==> src/rtl/cache_control.sv <==
// rtl/cache_control.sv - sequencing FSM for the 2-way set-associative cache datapath.
// Optional: `CACHE_PERF_CNT_EN adds hit/miss/writeback counters.
module cache_control #(
  parameter int PMEM_TIMEOUT = 0
) (
  input  logic        clk,
  input  logic        rst,
  input  logic        mem_read,
  input  logic        mem_write,
  output logic        mem_resp,
  input  logic        hit,
  input  logic        dirty,
  input  logic        pmem_resp,
  output logic        pmem_read,
  output logic        pmem_write,
  output logic        pmem_addr_sel,
  output logic        rd_valid,
  output logic        rd_tag,
  output logic        rd_dirty,
  output logic        rd_lru,
  output logic        rd_data,
  output logic        ld_valid,
  output logic        ld_tag,
  output logic        ld_dirty,
  output logic        ld_lru,
  output logic        ld_data,
  output logic        datain_mux_sel,
  output logic        dirty_in,
  output logic        valid_in,
`ifdef CACHE_PERF_CNT_EN
  output logic [31:0] hit_count,
  output logic [31:0] miss_count,
  output logic [31:0] wb_count,
`endif
  output logic        err
);

  typedef enum logic [2:0] {IDLE, CHECK, WRITEBACK, FILL, REREAD} state_t;

  localparam logic [31:0] TIMEOUT_M1 = 32'(PMEM_TIMEOUT - 1);

  state_t      state, state_next;
  logic        op_write;
  logic [31:0] to_cnt;
  logic        waiting;

  assign waiting = (state == WRITEBACK) || (state == FILL);

  always_comb begin
    state_next = state;
    case (state)
      IDLE:      if (mem_read || mem_write) state_next = CHECK;
      CHECK:     state_next = hit ? IDLE : (dirty ? WRITEBACK : FILL);
      WRITEBACK: if (pmem_resp) state_next = FILL;
      FILL:      if (pmem_resp) state_next = REREAD;
      REREAD:    state_next = CHECK;
      default:   state_next = IDLE;
    endcase
  end

  // Strobes are Mealy on hit/pmem_resp; forced low while rst is high.
  always_comb begin
    mem_resp = 1'b0; pmem_read = 1'b0; pmem_write = 1'b0; pmem_addr_sel = 1'b0;
    rd_valid = 1'b0; rd_tag = 1'b0; rd_dirty = 1'b0; rd_lru = 1'b0; rd_data = 1'b0;
    ld_valid = 1'b0; ld_tag = 1'b0; ld_dirty = 1'b0; ld_lru = 1'b0; ld_data = 1'b0;
    datain_mux_sel = 1'b0; dirty_in = 1'b0; valid_in = 1'b0;
    if (!rst) begin
      case (state)
        IDLE: if (mem_read || mem_write) begin
          {rd_valid, rd_tag, rd_dirty, rd_lru, rd_data} = 5'b11111;
        end
        CHECK: begin
          {rd_valid, rd_tag, rd_dirty, rd_lru, rd_data} = 5'b11111;
          if (hit) begin
            mem_resp = 1'b1;
            ld_lru   = 1'b1;
            if (op_write) begin
              ld_data        = 1'b1;
              datain_mux_sel = 1'b1;
              ld_dirty       = 1'b1;
              dirty_in       = 1'b1;
            end
          end
        end
        WRITEBACK: begin
          pmem_write    = 1'b1;
          pmem_addr_sel = 1'b1;
          rd_data       = 1'b1;
        end
        FILL: begin
          pmem_read = 1'b1;
          if (pmem_resp) begin
            ld_data  = 1'b1;
            ld_tag   = 1'b1;
            ld_valid = 1'b1;
            valid_in = 1'b1;
            ld_dirty = 1'b1;
          end
        end
        REREAD: {rd_valid, rd_tag, rd_dirty, rd_lru, rd_data} = 5'b11111;
        default: ;
      endcase
    end
  end

  // The operation is latched at request time so a dropped request still completes.
  always_ff @(posedge clk) begin
    if (rst) begin
      state    <= IDLE;
      op_write <= 1'b0;
      to_cnt   <= '0;
      err      <= 1'b0;
    end else begin
      state <= state_next;
      if (state == IDLE) op_write <= mem_write;
      if (!waiting || state_next != state) to_cnt <= '0;
      else if (to_cnt != '1) to_cnt <= to_cnt + 32'd1;
      if (PMEM_TIMEOUT > 0 && waiting && to_cnt == TIMEOUT_M1) err <= 1'b1;
    end
  end

`ifdef CACHE_PERF_CNT_EN
  logic missed;

  always_ff @(posedge clk) begin
    if (rst) begin
      missed     <= 1'b0;
      hit_count  <= '0;
      miss_count <= '0;
      wb_count   <= '0;
    end else begin
      if (state == IDLE) missed <= 1'b0;
      else if (state == CHECK && !hit) missed <= 1'b1;
      if (state == CHECK && hit && !missed && hit_count != '1) hit_count <= hit_count + 32'd1;
      if (state == CHECK && !hit && miss_count != '1) miss_count <= miss_count + 32'd1;
      if (state == WRITEBACK && pmem_resp && wb_count != '1) wb_count <= wb_count + 32'd1;
    end
  end
`endif

endmodule

==> config.mk <==
export PLATFORM = sky130hd
export DESIGN_NAME = cache_control
export DESIGN_NICKNAME = d
export VERILOG_FILES = /design/src/rtl/cache_control.sv
export SDC_FILE = /design/constraint.sdc
export NUM_CORES = 1
export LEC_CHECK = 0
export ABC_AREA = 0
export ABC_CLOCK_PERIOD_IN_PS = 1300
export CAP_MARGIN = 25
export CORE_AREA = 10 10 48 50
export DETAILED_ROUTE_END_ITERATION = 7
export DIE_AREA = 0 0 58 60
export PLACE_DENSITY_LB_ADDON = 0.3
export REMOVE_ABC_BUFFERS = 1
export SETUP_SLACK_MARGIN = 0.02
export SLEW_MARGIN = 25
export SYNTH_ARGS = -nofsm -noshare
export SYNTH_HDL_FRONTEND = slang
export SYNTH_SLANG_ARGS = --single-unit
==> constraint.sdc <==
create_clock -name clk -period 1.3 [get_ports clk]
set_clock_uncertainty 0.1 [all_clocks]
set_input_delay 0.195 -clock clk [delete_from_list [all_inputs] [get_ports clk]]
set_output_delay 0.195 -clock clk [all_outputs]
set_load 0.1 [all_outputs]
==> impl_metrics.csv <==
group,metric,value,unit
worst_setup_path,path_class,"register to output port",
synthesis,synth_top_area_cell,"buf_4",
synthesis,synth_top_area_share,21.9,%
synthesis,ys_warn_count,0,
global_route,grt_util_all_layers,8.53,%
detailed_routing,drtIter0Drc,7,
worst_setup_path,worstPathArrival,1.54,ns
worst_setup_path,critPathTopFamily,"simple AND/OR/NAND/NOR gates",
status,status,"complete, but fails checks",
synthesis,syn_area,412,um2
worst_setup_path,cpMaxStageDelayCell,"or3b_4",
timing,worst_slack,-0.532,ns
global_route,grt_overflow,0,
timing,rsz0062_at_grt,"true",
finish,area_delta_synth_final,131,%
timing,fin_crit_sh,141,%
min_path,min_path_cells,3,
timing,hold_viol_final,0,
clock_network,clk_pin_slew,0.04,ns
min_path,hold_class,"primary input to register",
floorplanning,fp.dieH,60,um
finish,drive_above_1_share,68.4,%
global_route,first_global_vias,497,
worst_setup_path,cp-startpoint,"state[0]",
timing,finalSetupTns,-8.57,ns
floorplanning,dieArea,0.00348,mm2
status,violations,"negative setup slack",
synthesis,synth_cell_types,27,
worst_setup_path,startpoint_type,"register",
finish,final_cells,95,
detailed_routing,routed_wirelength,1.44,mm
timing,finalSetupViolCount,19,
finish,antenna_cells,0,
detailed_routing,vias_per_cell,4.73,
detailed_routing,dr_total_vias,449,
floorplanning,num_rows,14,
worst_setup_path,critPathBufInv,3,
synthesis,syn-instance-count,48,
detailed_routing,ant_nets,0,
worst_setup_path,cp.required,1.00,ns
clock_network,cts_buffers,3,
clock_network,cts-root-buf,"clkbuf_4",
clock_network,cts_tree,"yes",
worst_setup_path,critical-path-max-stage-delay,0.42,ns
worst_setup_path,crit_chain,"or3b_4 > buf_6 > nor3_2 > buf_4 > buf_12",
global_route,grt_start_max_net_pins,12,
global_route,antenna_found_initial,0,
timing,clock.fmax,0.546,GHz
floorplanning,ioPinCount,25,
timing,period_needed,1.83,ns
worst_setup_path,ff2ff_path_depth,3,
timing,drv_slew,0,
worst_setup_path,crit_path_end_kind,"output port",
worst_setup_path,cp.depth,5,
placed_design,gp_congestion,0.770,
clock_network,htreeDepth,1,
floorplanning,dieWidth,58,um
global_route,grt_pass1_wl,2.36,mm
detailed_routing,wl_per_cell,15.1,um
placed_design,dp.cells,89,
detailed_routing,drt_pre_antenna_iters,4,
clock_network,cts.sinks,4,
floorplanning,core_area,0.00144,mm2
placed_design,port_buffers,23,
clock_network,clk_latency,0.23,ns
worst_setup_path,reg2reg_from,"state[1]",
finish,utilization,66.1,%
synthesis,seq_area_frac_synth,19.5,%
floorplanning,start_util,28.7,%
clock_network,clk_path_buf_depth,2,
clock_network,cts_hold_buf,0,
placed_design,hpwl,1.06,mm
synthesis,ys_ff_latch,4,
min_path,min-delay-start,"rst",
power,p_leak,0.394,nW
power,powerDensity,933,mW/mm2
synthesis,avgSynthCellArea,8.58,um2
job,cap_violations,0,
detailed_routing,drc_errors,0,
worst_setup_path,cp_max_fo,4,
finish,nNetsFinal,88,
power,peakVddDrop,654,uV
synthesis,synth.area.top_cells,"buf_4, dfxtp_1, buf_6",
registers in the layout (all words and copies together), names as in the netlist:
signal    count
state         3
op_write      1
area by class of cell:
type / count / area (um2)
Timing Repair Buffer: 42 / 552
Inverter: 3 / 11.3
Sequential cell: 4 / 83.8
Fill cell: 113 / 487
Clock buffer: 3 / 22.5
Multi-Input combinational cell: 27 / 260
Tap cell: 16 / 20.0
placed cells by master, fill, tap and decap left out, types with 2 or more instances in the layout:
| cell | instances |
|---|---|
| buf_12 | 17 |
| dlygate4sd2_1 | 2 |
| clkdlybuf4s50_1 | 4 |
| inv_1 | 3 |
| or3b_4 | 2 |
| a211oi_2 | 2 |
| clkbuf_4 | 3 |
| dfxtp_2 | 3 |
| buf_4 | 16 |
| nor4_4 | 2 |
| nor2_4 | 2 |
| buf_6 | 3 |
| nor2_1 | 2 |
per-layer routing:
metal / track usage, % / wire length, um / part of all wire [%] / vias to the layer above
met5: 0 / 0 / 0 / -
met4: 3.69 / 0 / 0 / 0
met3: 4.45 / 127 / 8.8 / 0
met2: 15.6 / 768 / 53 / 21
met1: 7.67 / 540 / 38 / 212
li1: - / - / - / 216
kinds of logic (layout without fill, tap and decap cells):
kind of cell | after synthesis | after routing | share of synthesized area [%]
buffers and inverters | 17 | 48 | 30.1
AND/OR/NAND/NOR | 15 | 15 | 27.1
XOR/XNOR | 1 | 1 | 2.13
other | 1 | 1 | 0.911
flip-flops | 4 | 4 | 19.5
AO/OA/AOI/OAI | 10 | 10 | 20.4
Yosys cell counts:
cell type	n
nand3b_1	1
a211oi_1	2
a21oi_2	1
and3_1	1
o31ai_1	1
a21o_1	1
or2_2	1
a21oi_1	1
xnor2_1	1
or4b_1	1
o32ai_1	1
nor3_2	1
or2b_1	1
a2111oi_2	1
dfxtp_1	4
nor2_1	4
buf_4	12
inv_1	3
conb_1	1
nor4_1	1
or3b_2	1
o21a_1	1
buf_6	2
nand2_1	1
nor4_4	1
o31a_1	1
or3b_1	1
worst register-to-register path: cells and delay by family (launching register included):
| kind | cells | cell delay (ns) |
|---|---|---|
| AO/OA/AOI/OAI | 1 | 0.14 |
| buffers and inverters | 1 | 0.14 |
| flip-flops | 1 | 0.32 |
| AND/OR/NAND/NOR | 1 | 0.52 |
through the flow:
stage / setup slack, ns / hold slack (ns) / cell area [um2] / power [W]
after floorplan: -8.30 / 0.164 / 299 / 0.000452
after global placement: -0.660 / 0.472 / 840 / 0.000686
after detailed placement: -0.671 / 0.488 / 840 / 0.000687
after CTS: -0.592 / 0.329 / 946 / 0.000889
after global routing: -0.591 / 0.356 / 950 / 0.000930
final: -0.532 / 0.360 / 950 / 0.000886
repair_timing:
item	CTS	global route
endpoints found under the hold margin	0	0
buffers inserted	3	0
setup endpoints to repair	19	19
resized for setup	18	1
pin swaps	6	2
power by group:
part           total [W]  switching (W)  internal [W]
sequential      0.000147     0.00000918      0.000138
clock           0.000151      0.0000482      0.000103
combinational   0.000588       0.000359      0.000230
total           0.000886       0.000416      0.000470
worst paths after layout:
kind | to | slack (ns)
worst max register to register | op_write | 0
worst max-delay path | ld_lru | -0.53
worst min register to register | state[1] | 0.47
worst min-delay path | state[1] | 0.36
No activity file was read; power rests on OpenSTA's default activity.
